File: src/rtl/gcd_fsmd_param_pkg.sv
// Shared definitions for the parametrised GCD engine: controller state
// encoding, datapath operation codes, reduction-mode constants and the
// width helper for the Stein power-of-two counter.
package gcd_fsmd_param_pkg;

   typedef enum logic [1:0] {
      ST_IDLE = 2'd0,
      ST_LOAD = 2'd1,
      ST_CALC = 2'd2,
      ST_DONE = 2'd3
   } state_t;

   // Operation requested from the datapath in the current cycle.
   typedef enum logic [2:0] {
      DP_HOLD     = 3'd0,
      DP_CAPTURE  = 3'd1,
      DP_RES_ZERO = 3'd2,
      DP_RES_EQ   = 3'd3,
      DP_STEP     = 3'd4
   } dp_op_t;

   localparam int MODE_EUCLID = 0;
   localparam int MODE_STEIN  = 1;

   // Bits needed to count common factors of two in a WIDTH-bit operand.
   function automatic int k_width(input int width);
      return $clog2(width) + 1;
   endfunction

endpackage

File: src/rtl/gcd_fsmd_param_if.sv
// Host-side handshake bundle of the GCD engine: start request with operands,
// and busy/done status with the held result, iteration count and zero flag.
interface gcd_fsmd_param_if #(
   parameter int WIDTH = 8
);
   logic             go_i;
   logic [WIDTH-1:0] x_i;
   logic [WIDTH-1:0] y_i;
   logic             busy_o;
   logic             done_o;
   logic [WIDTH-1:0] d_o;
   logic [WIDTH:0]   cycles_o;
   logic             zero_o;

   modport master (
      output go_i, x_i, y_i,
      input  busy_o, done_o, d_o, cycles_o, zero_o
   );

   modport slave (
      input  go_i, x_i, y_i,
      output busy_o, done_o, d_o, cycles_o, zero_o
   );
endinterface

File: src/rtl/gcd_fsmd_param_datapath.sv
// GCD datapath: working operands x/y, the Stein shift count k and the result
// register d, plus the equality/ordering compare and zero detection the
// controller steers on. Subtraction is always larger-minus-smaller.
module gcd_fsmd_param_datapath
   import gcd_fsmd_param_pkg::*;
#(
   parameter int WIDTH = 8,
   parameter int MODE  = MODE_EUCLID
) (
   input  logic             i_clk,
   input  logic             i_rst_n,
   input  dp_op_t           i_op,
   input  logic [WIDTH-1:0] i_x,
   input  logic [WIDTH-1:0] i_y,
   output logic             o_eq,
   output logic             o_any_zero,
   output logic [WIDTH-1:0] o_d
);

   localparam int            KW    = k_width(WIDTH);
   localparam logic [KW-1:0] K_ONE = KW'(1);
   localparam bit            STEIN = (MODE == MODE_STEIN);

   logic [WIDTH-1:0] r_x;
   logic [WIDTH-1:0] r_y;
   logic [WIDTH-1:0] r_d;
   logic [KW-1:0]    r_k;
   logic             w_lt;

   assign o_eq       = (r_x == r_y);
   assign w_lt       = (r_x < r_y);
   assign o_any_zero = (r_x == '0) || (r_y == '0);
   assign o_d        = r_d;

   // Operand capture, one reduction step per cycle, and result latch.
   always_ff @(posedge i_clk or negedge i_rst_n) begin
      if (!i_rst_n) begin
         r_x <= '0;
         r_y <= '0;
         r_k <= '0;
         r_d <= '0;
      end else begin
         case (i_op)
            DP_CAPTURE: begin
               r_x <= i_x;
               r_y <= i_y;
               r_k <= '0;
            end
            DP_RES_ZERO: r_d <= r_x | r_y;
            // k stays zero in Euclid mode, so the shift is a plain copy there.
            DP_RES_EQ:   r_d <= r_x << r_k;
            DP_STEP: begin
               if (STEIN && !r_x[0] && !r_y[0]) begin
                  r_x <= r_x >> 1;
                  r_y <= r_y >> 1;
                  r_k <= r_k + K_ONE;
               end else if (STEIN && !r_x[0]) begin
                  r_x <= r_x >> 1;
               end else if (STEIN && !r_y[0]) begin
                  r_y <= r_y >> 1;
               end else if (w_lt) begin
                  r_y <= r_y - r_x;
               end else begin
                  r_x <= r_x - r_y;
               end
            end
            default: ;
         endcase
      end
   end

endmodule

File: src/rtl/gcd_fsmd_param.sv
// Parametrised GCD engine top: controller FSM (IDLE/LOAD/CALC/DONE) holding
// the state, the saturating CALC-cycle counter and the registered status
// outputs; the arithmetic lives in gcd_fsmd_param_datapath.
module gcd_fsmd_param
   import gcd_fsmd_param_pkg::*;
#(
   parameter int WIDTH = 8,
   parameter int MODE  = MODE_EUCLID
) (
   input  logic           CLK,
   input  logic           RESET,
   gcd_fsmd_param_if.slave bus
);

   localparam logic [WIDTH:0] CNT_ONE = (WIDTH+1)'(1);

   state_t           r_state;
   logic [WIDTH:0]   r_cnt;
   logic [WIDTH:0]   r_cycles;
   logic             r_busy;
   logic             r_done;
   logic             r_zero;

   dp_op_t           w_op;
   logic             w_eq;
   logic             w_any_zero;
   logic [WIDTH-1:0] w_d;
   logic [WIDTH:0]   w_cnt_inc;

   // Counter increment that sticks at all-ones instead of wrapping.
   function automatic logic [WIDTH:0] sat_inc(input logic [WIDTH:0] v);
      return (&v) ? v : v + CNT_ONE;
   endfunction

   assign w_cnt_inc = sat_inc(r_cnt);

   // Datapath command decode from the current state and compare flags.
   always_comb begin
      w_op = DP_HOLD;
      case (r_state)
         ST_IDLE: if (bus.go_i) w_op = DP_CAPTURE;
         ST_LOAD: if (w_any_zero) w_op = DP_RES_ZERO;
         ST_CALC: w_op = w_eq ? DP_RES_EQ : DP_STEP;
         default: w_op = DP_HOLD;
      endcase
   end

   gcd_fsmd_param_datapath #(
      .WIDTH (WIDTH),
      .MODE  (MODE)
   ) u_datapath (
      .i_clk      (CLK),
      .i_rst_n    (RESET),
      .i_op       (w_op),
      .i_x        (bus.x_i),
      .i_y        (bus.y_i),
      .o_eq       (w_eq),
      .o_any_zero (w_any_zero),
      .o_d        (w_d)
   );

   // Controller FSM with registered busy/done/zero/cycles outputs.
   always_ff @(posedge CLK or negedge RESET) begin
      if (!RESET) begin
         r_state  <= ST_IDLE;
         r_cnt    <= '0;
         r_cycles <= '0;
         r_busy   <= 1'b0;
         r_done   <= 1'b0;
         r_zero   <= 1'b0;
      end else begin
         case (r_state)
            ST_IDLE: begin
               r_done <= 1'b0;
               if (bus.go_i) begin
                  r_cnt   <= '0;
                  r_busy  <= 1'b1;
                  r_state <= ST_LOAD;
               end
            end
            ST_LOAD: begin
               if (w_any_zero) begin
                  r_zero   <= 1'b1;
                  r_cycles <= '0;
                  r_state  <= ST_DONE;
               end else begin
                  r_state  <= ST_CALC;
               end
            end
            ST_CALC: begin
               // The step that detects equality counts as a CALC cycle too.
               r_cnt <= w_cnt_inc;
               if (w_eq) begin
                  r_zero   <= 1'b0;
                  r_cycles <= w_cnt_inc;
                  r_state  <= ST_DONE;
               end
            end
            ST_DONE: begin
               r_done  <= 1'b1;
               r_busy  <= 1'b0;
               r_state <= ST_IDLE;
            end
            default: r_state <= ST_IDLE;
         endcase
      end
   end

   assign bus.busy_o   = r_busy;
   assign bus.done_o   = r_done;
   assign bus.d_o      = w_d;
   assign bus.cycles_o = r_cycles;
   assign bus.zero_o   = r_zero;

endmodule

File: src/flat_wrapper.sv
// flat-port wrapper written by rule: the top's interface ports become plain ports
module gcd_fsmd_param_flat import gcd_fsmd_param_pkg::*;
#(
   parameter int WIDTH = 8,
   parameter int MODE  = MODE_EUCLID
)
  (CLK, RESET, bus_go_i, bus_x_i, bus_y_i, bus_busy_o, bus_done_o, bus_d_o, bus_cycles_o, bus_zero_o);
  gcd_fsmd_param_if #(.WIDTH(WIDTH)) bus_i ();
  input  logic CLK;
  input  logic RESET;
  input wire logic [$bits(bus_i.go_i)-1:0] bus_go_i;
  input wire logic [$bits(bus_i.x_i)-1:0] bus_x_i;
  input wire logic [$bits(bus_i.y_i)-1:0] bus_y_i;
  output wire logic [$bits(bus_i.busy_o)-1:0] bus_busy_o;
  output wire logic [$bits(bus_i.done_o)-1:0] bus_done_o;
  output wire logic [$bits(bus_i.d_o)-1:0] bus_d_o;
  output wire logic [$bits(bus_i.cycles_o)-1:0] bus_cycles_o;
  output wire logic [$bits(bus_i.zero_o)-1:0] bus_zero_o;
  assign bus_i.go_i = bus_go_i;
  assign bus_i.x_i = bus_x_i;
  assign bus_i.y_i = bus_y_i;
  assign bus_busy_o = bus_i.busy_o;
  assign bus_done_o = bus_i.done_o;
  assign bus_d_o = bus_i.d_o;
  assign bus_cycles_o = bus_i.cycles_o;
  assign bus_zero_o = bus_i.zero_o;
  gcd_fsmd_param #(.WIDTH(WIDTH), .MODE(MODE)) u_core (.CLK(CLK), .RESET(RESET), .bus(bus_i));
endmodule
File: config.mk
export PLATFORM = sky130hd
export DESIGN_NAME = gcd_fsmd_param_flat
export DESIGN_NICKNAME = d
export VERILOG_FILES = /design/src/rtl/gcd_fsmd_param_pkg.sv /design/src/rtl/gcd_fsmd_param_if.sv /design/src/rtl/gcd_fsmd_param_datapath.sv /design/src/rtl/gcd_fsmd_param.sv /design/src/flat_wrapper.sv
export SDC_FILE = /design/constraint.sdc
export NUM_CORES = 1
export LEC_CHECK = 0
export CORE_UTILIZATION = 35
export DETAILED_ROUTE_END_ITERATION = 6
export HOLD_SLACK_MARGIN = 0.05
export PLACE_DENSITY_LB_ADDON = 0.05
export SLEW_MARGIN = 25
export SYNTH_ARGS = -nofsm -noshare
export SYNTH_HDL_FRONTEND = slang
export SYNTH_SLANG_ARGS = --single-unit
File: constraint.sdc
create_clock -name CLK -period 2.55 [get_ports CLK]
set_clock_uncertainty 0.1 [all_clocks]
set_input_delay 0.255 -clock CLK [delete_from_list [all_inputs] [get_ports CLK]]
set_output_delay 0.255 -clock CLK [all_outputs]
set_load 0.02 [all_outputs]
# Word level (Yosys, flattened, before mapping)
# Cells that the tools add are included.
# op_classes
muxes	25
n_eq_ne	13
n_bitwise	1
n_addsub	3
reduce_logical	16
order_cmp	1
# op_table
cell	n
$pmux W8 S2	3
$mux W9	4
$pmux W9 S2	2
$logic_not A8 Y1	2
$mux W8	2
$sub A8 B8 Y8	2
$reduce_and A2 Y1	5
$reduce_bool A2 Y1	5
$add A9 B1 Y9 const B	1
$pmux W3 S3	1
$reduce_and A9 Y1	1
$eq A8 B8 Y1	1
$lt A8 B8 Y1	1
$ne A2 B2 Y1 const B	4
$or A8 B8 Y8	1
$pmux W2 S4	1
$eq A3 B2 Y1 const B	2
$mux W2	3
$pmux W1 S2	3
$mux W1	5
$eq A2 B2 Y1 const B	2
$eq A3 B1 Y1 const B	1
$eq A3 B3 Y1 const B	1
$mux W3	1
other kinds (5)	5
# word_totals
output_inout_bits	20
in_bits	19
regBits	47
wordCells	68

# Depth between registers and ports, before layout
# Gate-level depths: netlist of run 1.
# logic_depth
depth_word	7
depth_mapped	11
depth_no_buf	9

# Cells and area by module
# A second synthesis of run 1 with hierarchy kept.
# unflattened
cells_unflattened	372
area_unflattened_um2	3274.4
# modules_own_cells
module	cells_per_inst	seq_area_each_um2	instances	area_per_inst_um2
gcd_fsmd_param_datapath	237	600.6	1	2001.9
gcd_fsmd_param	135	575.6	1	1272.5

# Worst setup path before layout of run 1
# Ideal clock, no wire load.
# synth_timing
path_kind	flip-flop to flip-flop
startpoint	register u_core.u_datapath.r_x[5]
endpoint	register u_core.u_datapath.r_d[0] (netlist: u_core.u_datapath.o_d[0])
synth_period_minus_slack_ns	2.587
path_stages_with_launch	9
path_buffers	1
slack_ns	-0.037
setup_ns	0.125
required_ns	2.325
arrival_ns	2.362
path_cell_list	dfrtp_1 inv_1 ha_1 buf_6 or4_4 nor3_1 a21oi_1 nor2_4 mux2_2
# synth_between
elab_chain_len	6
word_cells_on_any_way	10
classes_between	eq/ne: 3; mux: 4; reduce/logical: 3
# synth_rtl
item	line_no	source
start, declared	gcd_fsmd_param_datapath.sv:24	logic [WIDTH-1:0] r_x;
start signal, assigned	gcd_fsmd_param_datapath.sv:45	r_x <= i_x;
start signal, assigned	gcd_fsmd_param_datapath.sv:54	r_x <= r_x >> 1;
start signal, assigned	gcd_fsmd_param_datapath.sv:58	r_x <= r_x >> 1;
$logic_not A8 Y1	gcd_fsmd_param_datapath.sv:32	assign o_any_zero = (r_x == '0) || (r_y == '0);
$logic_or A1 B1 Y1	gcd_fsmd_param_datapath.sv:32	
$mux W2	gcd_fsmd_param.sv:42	ST_LOAD: if (w_any_zero) w_op = DP_RES_ZERO;
$pmux W3 S3 (*)	gcd_fsmd_param.sv:40	case (r_state)
$eq A3 B2 Y1	gcd_fsmd_param_datapath.sv:43	case (i_op)
$pmux W8 S2 / $reduce_bool A2 Y1 (equally long branches)	-	
end signal, assigned	gcd_fsmd_param_datapath.sv:49	DP_RES_ZERO: r_d <= r_x | r_y;
end signal, assigned	gcd_fsmd_param_datapath.sv:51	DP_RES_EQ: r_d <= r_x << r_k;
end, declared	gcd_fsmd_param_datapath.sv:26	logic [WIDTH-1:0] r_d;
# Every way passes the cells marked *; elsewhere a longest branch is shown, timed or not.
# A chain may end at the register's enable or synchronous reset.

# Worst setup path in the final report of run 1
# layout_timing
startpoint	register u_core.u_datapath.r_x[2]
endpoint	register u_core.u_datapath.r_y[6]
# layout_between
elab_chain_len	7
word_cells_on_any_way	15
classes_between	add/sub: 1; order compare: 1; eq/ne: 4; mux: 5; reduce/logical: 4
# layout_rtl
item	line_no	source
$logic_not A8 Y1	gcd_fsmd_param_datapath.sv:32	
$logic_or A1 B1 Y1	gcd_fsmd_param_datapath.sv:32	
$mux W2	gcd_fsmd_param.sv:42	
$pmux W3 S3	gcd_fsmd_param.sv:40	
$eq A3 B3 Y1 / $eq A3 B1 Y1 (equally long branches)	gcd_fsmd_param_datapath.sv:43	
$ne A2 B2 Y1 (no line) / $reduce_bool A2 Y1 (equally long branches)	-	
$reduce_and A2 Y1 (no line)	-	
end signal, assigned	gcd_fsmd_param_datapath.sv:46	r_y <= i_y;
end signal, assigned	gcd_fsmd_param_datapath.sv:55	r_y <= r_y >> 1;
end signal, assigned	gcd_fsmd_param_datapath.sv:60	r_y <= r_y >> 1;
end, declared	gcd_fsmd_param_datapath.sv:25	logic [WIDTH-1:0] r_y;
# Several ways; a longest one is shown, not always the timed one. The select of a mux whose other input is x is not followed.

==> flow_metrics.py, run 1 <==
metrics = {
    "logic_synthesis": {
        "syn_area_um2": 3290,
        "ys_top_cells_by_count": "sky130_fd_sc_hd__dfrtp_1 (47), sky130_fd_sc_hd__nor2_1 (33), sky130_fd_sc_hd__nand2_1 (32)",
        "sequential_area_share_after_synthesis_pct": 35.8,
        "synth.top_cells.by_area": "sky130_fd_sc_hd__dfrtp_1 (36%), sky130_fd_sc_hd__ha_1 (11%), sky130_fd_sc_hd__mux2i_1 (4.3%)",
        "synth_largest_type_area_fraction_pct": 35.8,
        "syn-mean-instance-area_um2": 9.08,
        "most_frequent_cell_after_synthesis": "sky130_fd_sc_hd__dfrtp_1",
        "syn_inst": 362,
        "async_reset_ff_share_pct": 100,
        "yosysTopAreaCell": "sky130_fd_sc_hd__dfrtp_1",
        "syn-num-nets": 412,
        "synthesis.yosys.warnings": 0,
        "synth-seq-cells": 47,
        "synth_edf_count": 0,
        "dominantRegCellSynth": "sky130_fd_sc_hd__dfrtp_1",
        "synth.lib_cells_used.distinct": 49,
    },
    "floorplanning": {
        "floorplan.die_area_um2": 9780,
        "floorplan.rows": 34,
        "die_h_um": 98.9,
        "fp.coreArea_um2": 8890,
        "boundaryPins": 39,
        "die_x_um": 98.9,
        "initial_core_util_pct": 37.0,
    },
    "grt": {
        "aggregate_global_routing_overflow": 0,
        "number_of_antenna_violations_at_the_first_check_in_global_routing": 0,
        "global_route.usage.met1_pct": 27.9,
        "pin_count_of_the_biggest_net_entering_global_routing": 48,
        "first_global_vias": 2792,
        "track_usage_pct": 18.4,
        "use_met3_pct": 2.84,
        "grt_peak_use_layer": "met1",
        "grt.met2_usage_pct": 27.9,
        "grt_pass1_wl_um": 14200,
    },
    "worst_setup_path": {
        "slowest_stage": "sky130_fd_sc_hd__or4_4",
        "worst-setup-path-type": "reg -> reg",
        "cp.buffers_inverters": 2,
        "critPathRequiredTime_ns": 2.64,
        "end_kind": "register",
        "crit_path_max_fanout": 8,
        "cpPeakStageDelay_ns": 0.56,
        "cell_by_cell_trace_of_the_critical_path": "inv_1 > ha_4 > or4_4 > o211ai_1 > and4b_1 > o211ai_4 > clkbuf_16 > o31ai_1",
        "critical_path.startpoint_type": "register",
        "cell_family_with_most_cp_delay": "simple AND/OR/NAND/NOR gates",
        "crit_arrival_ns": 2.63,
        "r2r_slack_ns": 0.01,
    },
    "layout": {
        "area.growth.synth_to_final_pct": 33.4,
        "post_route_cells_drive_above_1_share_pct": 23.4,
        "final_nets": 491,
        "n_antenna_cell": 0,
    },
    "clock_network": {
        "clock_insertion_delay_worst_skew_ns": 0.30,
        "cts_max_level": 2,
        "cts_buffer_depth": 2,
        "clock_tree.root_cell": "sky130_fd_sc_hd__clkbuf_8",
        "tritoncts.num_buffers": 5,
        "clk_pin_slew_worst_setup_hold_paths_ns": 0.09,
        "number_of_clock_sinks_seen_by_cts": 47,
        "tritoncts": "yes",
    },
    "place": {
        "gp_congestion": 0.887,
        "hpwlAfterDp_um": 6360,
        "buffer_ports.inserted": 38,
    },
    "detailed_routing": {
        "ant_nets": 0,
        "routed_wl_um": 8760,
        "wl_per_cell_um": 16.0,
        "drt-vias-per-instance": 5.14,
        "num_vias": 2821,
        "drt_pass1_iterations": 4,
        "route.detailed.drc": 0,
        "drt_first_iter_violations": 141,
    },
    "job": {
        "cap_violations": 0,
    },
    "sta": {
        "timing_max_transition_violations_final": 0,
        "timing.max_slew.rel_slack_pct": 69.9,
        "worstMarginPinSlew_ns": 0.449,
        "max_freq_mhz": 394,
        "period_needed_ns": 2.54,
        "setup_total_negative_slack_ns": 0,
        "rsz0062_at_grt": "yes",
        "period_share_pct": 99.6,
        "final_hold_viol_count": 0,
        "endpoints_failing_setup": 0,
    },
    "power": {
        "report.power.total_mw": 6.13,
        "irDropWorstVdd_mv": 0.507,
        "cellLeakagePower_nw": 1.96,
        "pd_cells_nw_per_um2": 1400,
    },
    "worst_hold_path": {
        "hold_path.class": "in -> async",
    },
    "status": {
        "result_of_the_run": "completed",
    },
}
cells by family after synthesis:
group	Yosys count	share of synthesized area, %
flops	47	35.8
buf+inv	44	6.05
fa+ha+maj	31	12.3
simple gates	105	15.5
mux	25	8.03
xor+xnor	15	4.00
compound gates	95	18.3
per-layer routing:
layer  up-vias  wire length, µm
li1       1426                -
met1      1349             4660
met2        42             3740
met3         4              311
met4         0               43
met5         -                0
per-stage QoR:
step / instances / hold WS (ns) / utilization [%] / cell area (µm²) / worst slack, ns
4_1_cts: 541 / 0.378 / 46.8 / 4160 / 0.0246
5_1_grt: 549 / 0.389 / 49.3 / 4390 / -0.0644
2_1_floorplan: 362 / -0.141 / - / 3290 / 0.00349
3_3_place_gp: 532 / 0.168 / 45.3 / 4030 / -0.0841
3_5_place_dp: 532 / 0.169 / 45.3 / 4030 / -0.100
6_report: 549 / 0.366 / 49.3 / 4390 / 0.0106
worst reg2reg max path, cell delays in order (launching register included):
cell                        delay [ns]
sky130_fd_sc_hd__dfrtp_1          0.40
sky130_fd_sc_hd__inv_1            0.12
sky130_fd_sc_hd__ha_4             0.22
sky130_fd_sc_hd__or4_4            0.56
sky130_fd_sc_hd__o211ai_1         0.24
sky130_fd_sc_hd__and4b_1          0.25
sky130_fd_sc_hd__o211ai_4         0.26
sky130_fd_sc_hd__clkbuf_16        0.22
sky130_fd_sc_hd__o31ai_1          0.08
placed cells by master, fill, tap and decap left out, types with 3 or more instances in the layout:
cell and instances:
sky130_fd_sc_hd__ha_1 22, sky130_fd_sc_hd__a21o_1 4, sky130_fd_sc_hd__and3_1 4, sky130_fd_sc_hd__xnor2_1 10, sky130_fd_sc_hd__inv_1 23, sky130_fd_sc_hd__xor2_1 5
sky130_fd_sc_hd__clkbuf_8 5, sky130_fd_sc_hd__nand2_1 29, sky130_fd_sc_hd__inv_2 7, sky130_fd_sc_hd__a211oi_1 3, sky130_fd_sc_hd__nand2b_1 4, sky130_fd_sc_hd__nand3_1 6
sky130_fd_sc_hd__o21ai_0 19, sky130_fd_sc_hd__ha_4 7, sky130_fd_sc_hd__o21bai_1 5, sky130_fd_sc_hd__o31ai_1 9, sky130_fd_sc_hd__clkdlybuf4s50_1 37, sky130_fd_sc_hd__nand2_2 3
sky130_fd_sc_hd__nor2_1 31, sky130_fd_sc_hd__nor3_1 5, sky130_fd_sc_hd__mux2i_1 14, sky130_fd_sc_hd__buf_4 43, sky130_fd_sc_hd__or4_1 4, sky130_fd_sc_hd__o211ai_1 4
sky130_fd_sc_hd__dfrtp_1 47, sky130_fd_sc_hd__o21ai_1 7, sky130_fd_sc_hd__mux2_2 11, sky130_fd_sc_hd__o21ai_2 6, sky130_fd_sc_hd__a21oi_1 23
state kept, by name (all words and copies together), names as in the netlist:
signal	flops
u_core.bus.cycles_o	9
u_core.r_cnt	9
u_core.u_datapath.o_d	8
u_core.u_datapath.r_x	8
u_core.u_datapath.r_y	8
u_core.r_state	2
u_core.bus.busy_o	1
u_core.bus.done_o	1
u_core.bus.zero_o	1
path summary, 6_finish.rpt:
path	startpoint	to	depth (start not counted)
min in group CLK	u_core.bus.cycles_o[1]	u_core.bus.cycles_o[1]	2
min	RESET	u_core.u_datapath.r_y[2]	3
max in group asynchronous	RESET	u_core.r_state[1]	3
max	u_core.u_datapath.r_x[2]	u_core.u_datapath.r_y[6]	8
max reg2reg	u_core.u_datapath.r_x[2]	u_core.u_datapath.r_y[6]	8
min reg2reg	u_core.bus.cycles_o[1]	u_core.bus.cycles_o[1]	2
cell type report:
cell class              count  area [µm²]
clock buffers               5        68.8
clock inverters             2        37.5
fillers                   833        4510
inverters                  30         113
multi-input cells         272        2080
flip-flops and latches     47        1180
well taps                 108         135
repair buffers             85         773
power breakdown:
part / switching (mW) / total (mW) / internal (mW) / leakage, nW
Combinational: 2.31 / 4.37 / 2.05 / 1.30
Sequential: 0.196 / 1.21 / 1.02 / 0.607
Clock: 0.264 / 0.551 / 0.287 / 0.0502
Total: 2.77 / 6.13 / 3.36 / 1.96
what timing repair did:
item,4_1_cts,5_1_grt
endpoints found under the setup margin,15,26
pin swaps,1,12
gates resized for setup,4,31
hold endpoints to repair,47,0
hold buffers,1,0
cloned,0,2
buffers inserted,1,6
(Power assumes the default switching activity.)
==> run 2: changes to the inputs <==
--- a/config.mk
+++ b/config.mk
@@ -7,6 +7,7 @@
 export LEC_CHECK = 0
 export CORE_UTILIZATION = 35
 export DETAILED_ROUTE_END_ITERATION = 6
+export DONT_BUFFER_PORTS = 1
 export HOLD_SLACK_MARGIN = 0.05
 export PLACE_DENSITY_LB_ADDON = 0.05
 export SLEW_MARGIN = 25
==> flow_metrics.py, run 2 (synthesized netlist as in run 1, its figures left out) <==
metrics = {
    "sta": {
        "timing.max_slew.rel_slack_pct": 68.3,
        "period_needed_ns": 2.46,
        "timing_max_transition_violations_final": 0,
        "worstMarginPinSlew_ns": 0.473,
        "hold-worst-slack_ns": 0.0635,
        "endpoints_failing_setup": 0,
        "period_share_pct": 96.5,
        "max_freq_mhz": 406,
        "final_hold_viol_count": 0,
    },
    "layout": {
        "post_route_cells_drive_above_1_share_pct": 22.3,
        "n_antenna_cell": 0,
        "final_cell_mix": "sky130_fd_sc_hd__dfrtp_1 (47), sky130_fd_sc_hd__buf_4 (38), sky130_fd_sc_hd__nor2_1 (33)",
        "final_common_cell": "sky130_fd_sc_hd__dfrtp_1",
        "final_nets": 452,
        "area.growth.synth_to_final_pct": 20.2,
        "fin_cells": 511,
    },
    "power": {
        "pd_cells_nw_per_um2": 1440,
        "irDropWorstVdd_mv": 0.572,
        "cellLeakagePower_nw": 1.81,
    },
    "grt": {
        "grt_pass1_wl_um": 14300,
        "pin_count_of_the_biggest_net_entering_global_routing": 48,
        "first_global_vias": 2765,
        "aggregate_global_routing_overflow": 0,
        "track_usage_pct": 18.9,
        "number_of_antenna_violations_at_the_first_check_in_global_routing": 0,
    },
    "worst_setup_path": {
        "critPathRequiredTime_ns": 2.64,
        "critPathCapture": "u_core.u_datapath.r_y[1]",
        "crit_arrival_ns": 2.55,
        "critPathLaunch": "u_core.u_datapath.r_x[2]",
        "r2r_cells": 8,
        "r2r_slack_ns": 0.09,
        "timing.rr.start": "u_core.u_datapath.r_x[2]",
        "worst-setup-path-type": "reg -> reg",
        "crit_path_max_fanout": 16,
        "end_kind": "register",
        "reg2reg_to": "u_core.u_datapath.r_y[1]",
        "critical_path.startpoint_type": "register",
    },
    "worst_hold_path": {
        "hold_path.class": "in -> reg",
        "worstHoldStart": "bus_x_i[1]",
    },
    "clock_network": {
        "tritoncts": "yes",
        "clock_insertion_delay_worst_skew_ns": 0.31,
        "cts_max_level": 2,
        "cts_buffer_depth": 2,
        "clk_pin_slew_worst_setup_hold_paths_ns": 0.10,
        "number_of_clock_sinks_seen_by_cts": 47,
        "tritoncts.num_buffers": 5,
        "clock_tree.root_cell": "sky130_fd_sc_hd__clkbuf_8",
    },
    "floorplanning": {
        "die_x_um": 98.9,
        "floorplan.die_area_um2": 9780,
        "boundaryPins": 39,
        "fp.coreArea_um2": 8890,
        "die_h_um": 98.9,
        "floorplan.rows": 34,
        "initial_core_util_pct": 37.0,
    },
    "detailed_routing": {
        "routed_wl_um": 8620,
        "drt_first_iter_violations": 108,
        "wl_per_cell_um": 16.9,
        "drt_pass1_iterations": 4,
        "route.detailed.drc": 0,
        "ant_nets": 0,
        "num_vias": 2664,
        "drt-vias-per-instance": 5.21,
    },
    "status": {
        "result_of_the_run": "completed",
    },
    "place": {
        "placed_cells": 494,
        "hpwlAfterDp_um": 6470,
        "gp_congestion": 0.785,
        "buffer_ports.inserted": 0,
    },
    "job": {
        "cap_violations": 0,
    },
}
-- run 2: changes by cell type in the layout (fill, tap and decap cells not counted), moves of 3 or more --
cell	before	now
sky130_fd_sc_hd__o21ai_2	6	2
sky130_fd_sc_hd__inv_1	23	19
sky130_fd_sc_hd__inv_2	7	11
sky130_fd_sc_hd__nand2_2	3	0
sky130_fd_sc_hd__buf_4	43	38
sky130_fd_sc_hd__dlygate4sd3_1	1	6
sky130_fd_sc_hd__o21ai_0	19	23
sky130_fd_sc_hd__clkdlybuf4s50_1	37	0
sky130_fd_sc_hd__nand2_1	29	32
-- run 2: how the worst min path moves through the flow --
stage | endpoint | slack, ns | cells after the start
after CTS | u_core.u_datapath.r_y[2] | 0.05 | 2
after floorplan | u_core.bus.busy_o | -0.14 | 0
after global routing | u_core.u_datapath.r_x[1] | 0.05 | 2
final | u_core.u_datapath.r_x[1] | 0.06 | 2
after detailed placement | u_core.u_datapath.r_y[2] | -0.14 | 0
after global placement | u_core.u_datapath.r_y[1] | -0.14 | 0
-- run 2: worst max-delay path, stage by stage (launching register included) --
cell and delay [ns]:
sky130_fd_sc_hd__dfrtp_1 0.41, sky130_fd_sc_hd__inv_1 0.12, sky130_fd_sc_hd__ha_4 0.22, sky130_fd_sc_hd__or4_4 0.55, sky130_fd_sc_hd__o211ai_1 0.25, sky130_fd_sc_hd__and4b_1 0.24
sky130_fd_sc_hd__o211ai_2 0.18, sky130_fd_sc_hd__buf_12 0.16, sky130_fd_sc_hd__o21ai_0 0.10
-- run 2: layout make-up --
| class | instances | area, µm² |
|---|---|---|
| sequential | 47 | 1180 |
| fill | 875 | 4940 |
| inverter | 30 | 113 |
| timing repair buffer | 47 | 404 |
| tap | 108 | 135 |
| clock buffer | 6 | 82.6 |
| multi-input combinational | 271 | 2000 |
| clock inverter | 2 | 38.8 |
-- run 2: power breakdown --
part	total [mW]	leakage, nW	internal [mW]	switching (mW)
logic	3.72	1.14	1.71	2.01
registers	1.35	0.607	1.01	0.331
clock network	0.613	0.0618	0.323	0.290
-- run 2: layer usage --
layer | routed length (µm) | vias up | share of wire (%) | track usage, %
met2 | 3700 | 36 | 43 | 28.7
met4 | 80 | 0 | 0.93 | 4.13
met3 | 380 | 6 | 4.4 | 3.69
met1 | 4460 | 1273 | 52 | 27.6
li1 | - | 1349 | - | -
met5 | 0 | - | 0 | 0
-- run 2: stage by stage --
| stage | power, mW | setup TNS, ns | worst slack [ns] | area (µm²) | util (%) |
|---|---|---|---|---|---|
| floorplan | 3.72 | 0 | 0.00349 | 3290 | - |
| global placement | 4.85 | 0 | 0.0602 | 3640 | 40.9 |
| detailed placement | 4.85 | 0 | 0.00954 | 3640 | 40.9 |
| CTS | 5.54 | 0 | 0.00214 | 3850 | 43.4 |
| global route | 6.23 | -0.00531 | -0.00308 | 3950 | 44.4 |
| finish | 5.68 | 0 | 0.0884 | 3950 | 44.4 |
-- run 2: what timing repair did --
item	in CTS	in global routing
buffers inserted	1	1
gates resized for setup	1	22
pin swaps	1	3
hold buffers	7	0
endpoints found under the setup margin	1	25
endpoints found under the hold margin	52	0
